===== config.mk =====
export PLATFORM = sky130hd
export DESIGN_NAME = ex_muldiv_seq
export DESIGN_NICKNAME = d
export VERILOG_FILES = /design/src/rtl/ex_muldiv_seq.sv
export SDC_FILE = /design/constraint.sdc
export NUM_CORES = 1
export LEC_CHECK = 0
export CAP_MARGIN = 20
export CORE_ASPECT_RATIO = 1.4
export CORE_MARGIN = 2
export CORE_UTILIZATION = 55
export DETAILED_ROUTE_END_ITERATION = 7
export PLACE_DENSITY = 0.77
export SETUP_SLACK_MARGIN = 0.3
export SYNTH_ARGS = -nofsm -noshare
export SYNTH_HDL_FRONTEND = slang
export SYNTH_SLANG_ARGS = --single-unit

===== constraint.sdc =====
create_clock -name clk -period 3.5 [get_ports clk]
set_input_delay 0.7 -clock clk [delete_from_list [all_inputs] [get_ports clk]]
set_output_delay 0.7 -clock clk [all_outputs]
set_load 0.05 [all_outputs]

===== src/rtl/ex_muldiv_seq.sv =====
// Iterative RV32M multiply/divide sequencer sitting beside the EX-stage ALU.
// One shared 32-step datapath: shift-add multiply or restoring divide on
// operand magnitudes, followed by a sign-fix step and a one-cycle result strobe.
module ex_muldiv_seq #(
  parameter int unsigned XLEN = 32,
  parameter int unsigned ITER = 32
) (
  input  logic            clk,
  input  logic            reset_n,
  input  logic            start,
  input  logic [2:0]      op,
  input  logic [XLEN-1:0] operand_a,
  input  logic [XLEN-1:0] operand_b,
  input  logic            kill,
  output logic            busy,
  output logic            stall_req,
  output logic            result_valid,
  output logic [XLEN-1:0] result,
  output logic            div_by_zero
);

  localparam int unsigned CW = $clog2(ITER);
  localparam int unsigned PW = 2 * XLEN;

  localparam logic [2:0] OP_MUL    = 3'b000;
  localparam logic [2:0] OP_MULH   = 3'b001;
  localparam logic [2:0] OP_MULHSU = 3'b010;
  localparam logic [2:0] OP_MULHU  = 3'b011;
  localparam logic [2:0] OP_DIV    = 3'b100;
  localparam logic [2:0] OP_DIVU   = 3'b101;
  localparam logic [2:0] OP_REM    = 3'b110;

  typedef enum logic [1:0] {IDLE, CALC, FIX, DONE} state_t;

  state_t          state;
  logic [2:0]      op_q;
  logic [XLEN-1:0] mag_a;
  logic [XLEN-1:0] mag_b;
  logic [PW-1:0]   prod;
  logic [XLEN:0]   rem;
  logic            neg_main;
  logic            neg_rem;
  logic [CW-1:0]   cnt;

  logic            accept;
  logic            is_div;
  logic            a_signed;
  logic            b_signed;
  logic            a_neg;
  logic            b_neg;
  logic [XLEN-1:0] a_abs;
  logic [XLEN-1:0] b_abs;
  logic            b_zero;
  logic [XLEN:0]   mul_sum;
  logic [XLEN:0]   div_shift;
  logic [XLEN:0]   div_diff;
  logic            div_ge;
  logic [PW-1:0]   prod_fix;
  logic [XLEN-1:0] quot_fix;
  logic [XLEN-1:0] rem_fix;
  logic [XLEN-1:0] sel_result;

  // Issue decode: operand signedness, magnitudes and divide-by-zero detect
  always_comb begin
    accept   = (state == IDLE) && start && !kill;
    is_div   = op[2];
    a_signed = (op == OP_MULH) || (op == OP_MULHSU) || (op == OP_DIV) || (op == OP_REM);
    b_signed = (op == OP_MULH) || (op == OP_DIV) || (op == OP_REM);
    a_neg    = a_signed && operand_a[XLEN-1];
    b_neg    = b_signed && operand_b[XLEN-1];
    a_abs    = a_neg ? XLEN'(-operand_a) : operand_a;
    b_abs    = b_neg ? XLEN'(-operand_b) : operand_b;
    b_zero   = (operand_b == '0);
  end

  // One iteration step of shift-add multiply and restoring divide
  always_comb begin
    mul_sum   = {1'b0, prod[PW-1:XLEN]} + (prod[0] ? {1'b0, mag_a} : {(XLEN+1){1'b0}});
    div_shift = {rem[XLEN-1:0], prod[XLEN-1]};
    div_diff  = div_shift - {1'b0, mag_b};
    div_ge    = (div_shift >= {1'b0, mag_b});
  end

  // Sign fix-up and result selection by the latched opcode
  always_comb begin
    prod_fix = neg_main ? PW'(-prod) : prod;
    quot_fix = neg_main ? XLEN'(-prod[XLEN-1:0]) : prod[XLEN-1:0];
    rem_fix  = neg_rem ? XLEN'(-rem[XLEN-1:0]) : rem[XLEN-1:0];
    case (op_q)
      OP_MUL:                      sel_result = prod_fix[XLEN-1:0];
      OP_MULH, OP_MULHSU, OP_MULHU: sel_result = prod_fix[PW-1:XLEN];
      OP_DIV, OP_DIVU:             sel_result = quot_fix;
      default:                     sel_result = rem_fix;
    endcase
  end

  assign busy      = (state != IDLE);
  assign stall_req = accept || (state == CALC) || (state == FIX);

  // Sequencer FSM with datapath registers and registered outputs
  always_ff @(posedge clk or negedge reset_n) begin
    if (!reset_n) begin
      state        <= IDLE;
      op_q         <= '0;
      mag_a        <= '0;
      mag_b        <= '0;
      prod         <= '0;
      rem          <= '0;
      neg_main     <= 1'b0;
      neg_rem      <= 1'b0;
      cnt          <= '0;
      result_valid <= 1'b0;
      result       <= '0;
      div_by_zero  <= 1'b0;
    end else begin
      result_valid <= 1'b0;
      case (state)
        IDLE: begin
          if (accept) begin
            op_q        <= op;
            mag_a       <= a_abs;
            mag_b       <= b_abs;
            prod        <= {{XLEN{1'b0}}, (is_div ? a_abs : b_abs)};
            rem         <= '0;
            neg_main    <= a_neg ^ b_neg;
            neg_rem     <= a_neg;
            cnt         <= CW'(ITER - 1);
            div_by_zero <= is_div && b_zero;
            if (is_div && b_zero) begin
              // Divide by zero shortcuts straight to the result strobe
              result       <= op[1] ? operand_a : {XLEN{1'b1}};
              result_valid <= 1'b1;
              state        <= DONE;
            end else begin
              state <= CALC;
            end
          end
        end
        CALC: begin
          if (kill) begin
            state <= IDLE;
          end else begin
            if (op_q[2]) begin
              rem  <= div_ge ? div_diff : div_shift;
              prod <= {prod[PW-1:XLEN], prod[XLEN-2:0], div_ge};
            end else begin
              prod <= {mul_sum, prod[XLEN-1:1]};
            end
            cnt <= cnt - CW'(1);
            if (cnt == '0) begin
              state <= FIX;
            end
          end
        end
        FIX: begin
          if (kill) begin
            state <= IDLE;
          end else begin
            result       <= sel_result;
            result_valid <= 1'b1;
            state        <= DONE;
          end
        end
        default: begin
          state <= IDLE;
        end
      endcase
    end
  end

endmodule


==> results of run 1 <==
[kinds of logic after synthesis]
logic type / Yosys count
compound gates: 650
xor+xnor: 196
fa+ha+maj: 72
buf+inv: 186
flops: 206
mux: 83
simple gates: 636
[cell usage after synthesis, drive strengths merged, types with 5 or more instances]
cell type and instances:
o21ai 252, nand2 248, dfrtp 206, a21oi 127, nor2 113, xnor2 102
clkbuf 98, xor2 94, mux2i 82, ha 70, inv 65, nor3 56
and2 36, o31ai 34, o41ai 31, a21o 30, nor4 25, or3 24
o221ai 22, or4 22, buf 21, nand3 21, nand2b 19, nand4 17
a211oi 16, a31oi 14, o21a 13, o22ai 13, a221oi 10, and3 10
nor2b 10, o211ai 10, or2 10, o21bai 9, a221o 8, a21boi 7
a2bb2oi 6, nand3b 6, nor3b 5, o22a 5, o31a 5
[through the flow]
stage | power, uW | utilization | area [um^2] | worst slack [ns] | std cells
2_1_floorplan | 7640 | - | 16600 | 0.319 | 2029
3_3_place_gp | 9490 | 0.633 | 18900 | -0.368 | 2554
3_5_place_dp | 9630 | 0.633 | 18900 | -0.401 | 2554
4_1_cts | 12500 | 0.666 | 19900 | 0.278 | 2596
5_1_grt | 13500 | 0.676 | 20200 | 0.227 | 2603
6_report | 12800 | 0.676 | 20200 | 0.305 | 2605
[sequential cells by signal (all words and copies together), names as in the netlist, 2 cells and up]
register  cells
prod         64
cnt           5
mag_a        32
state         2
rem          32
result       32
op_q          3
mag_b        32
[what timing repair did]
action / in CTS / in global routing
hold endpoints to repair: 0 / 0
gates resized for setup: 22 / 49
endpoints found under the setup margin: 44 / 55
setup buffers: 2 / 7
pin swaps: 8 / 15
[worst max-delay path: stages, from the launching register on]
cell and delay [ns]:
dfrtp_2 0.45, or4_4 0.58, or2_2 0.31, or4b_1 0.58, o41ai_2 0.38, xor2_1 0.19, o22ai_1 0.12, a211oi_1 0.38
nor3_1 0.08
[metal layers]
layer | wire length (um) | vias to the layer above | GRT usage | part of all wire
li1 | - | 7717 | - | -
met1 | 22100 | 8089 | 0.436 | 0.38
met2 | 28600 | 715 | 0.619 | 0.49
met3 | 3760 | 202 | 0.0515 | 0.064
met4 | 4050 | 0 | 0.225 | 0.069
met5 | 0 | - | 0 | 0
[worst max-delay path by stage]
stage | slack, ns | endpoint
after CTS | 0.28 | rem[26]
after global placement | -0.37 | prod[29]
after detailed placement | -0.40 | prod[29]
after global routing | 0.23 | rem[26]
after floorplan | 0.32 | prod[27]
final | 0.30 | result[26]
[cell type report]
type                       instances  area, um^2
tap                              385         482
clock inverter                    11         216
timing repair buffer             268        2360
multi-input combinational       1637       11000
fill                            2465        9660
inverter                          67         251
clock buffer                      29         658
sequential                       206        5160
antenna                            2        5.00
[power by group]
| group | internal [uW] | switching (uW) |
|---|---|---|
| Clock | 1770 | 1080 |
| Combinational | 2390 | 3790 |
| Sequential | 3020 | 760 |
==> reports/qor.csv, run 1 <==
metric;value;unit
drt_iter0_drc;1343;
layout-drive-gt1-share;0.136;
finalSetupViolCount;0;
start_util;0.555;
die_w;151;um
hold_buffers;0;
io_pins;107;
post-dp-hpwl;45100;um
startpoint;prod[18];
synth_top_cell_by_area;dfrtp_1;
portBuffers;106;
finClkSkew;0.0172;ns
synthXorXnorAreaFrac;0.104;
yosys_warnings;0;
cp.arrival;3.60;ns
timing.rr.start;prod[18];
hold_slack;0.196;ns
place_congestion;0.991;
clockBufferDepth;3;
cts.sinks;206;
wl;58500;um
p_leak;0.00855;uW
synth_area_leaders;dfrtp_1 (31%), o21ai_0 (7.3%), nand2_1 (5.6%);
ys.flop_type;dfrtp_1;
worstSkewPairLatency;0.54;ns
power_density;635;nW/um^2
htree_levels;1;
synth-edff-count;0;
irDropWorstVdd;0.302;mV
dieArea;31500;um^2
start_kind;flop;
ys_seq_area_frac;0.311;
synth_cells;2029;
tritoncts;built;
core_area;29800;um^2
r2r-end;result[26];
avgSynthCellArea;8.16;um^2
area_growth;21.9;%
path_class;reg -> reg;
grt_pass1_wl;90000;um
ys_types;80;
drv_cap;0;
slew_headroom;0.243;
synth-simple-area-share;0.188;
overflow;0;
grt_max_degree;84;
rsz0062_at_grt;yes;
ant_nets;0;
synth_compound_gate_area_share;0.248;
synth_fa_ha_area_frac;0.0553;
final_cell_mix;nand2_1 (247), o21ai_0 (237), dfrtp_1 (202);
setup_tns;0;ns
post_drt_wl_per_cell;22.5;um
layout_commonest_cell;nand2_1;
nets;2345;
worst_pin_slew;1.14;ns
ys_async_sr_fraction;1.00;
end_kind;flop;
syn-num-nets;2172;
period_minus_slack;3.20;ns
slew_violations;0;
dr_total_vias;16700;
clkTransAtPathRegs;0.07;ns
hold_class;in -> async;
numCtsBuffers;22;
grt_pass1_vias;16500;
fin_crit_sh;0.913;
synth-seq-cells;206;
dr.pass1.iters;5;
die_h;209;um
avgViaCountPerCell;6.42;
rrSetupSlack;0.30;ns
grtUsageTotal;0.366;
outcome;complete, no violations;
final-hold-violation-count;0;
critical_path.max_fanout;5;
clockRootBuffer;clkbuf_16;
synth_area;16600;um^2
drcViolationCount;0;
muxShareOfSynthArea;0.0503;
timing.fmax;313;MHz
required;3.90;ns
ff2ff_path_depth;8;
antenna_found_initial;2;
synth_top_family_by_area;compound AO/OA/AOI/OAI gates;
placementRows;75;
synth_top_area_share;0.311;
No activity file was read; power rests on OpenSTA's default activity.
==> inputs of run 2 (changes only) <==
- SLEW_MARGIN: default -> 15
==> results of run 2 <==
Final layout, timing and power as in run 1 (identical DEF).
==> inputs of run 3 (changes only) <==
- SLEW_MARGIN: 15 -> default
==> results of run 3 <==
Final layout, timing and power as in run 1 (identical DEF).
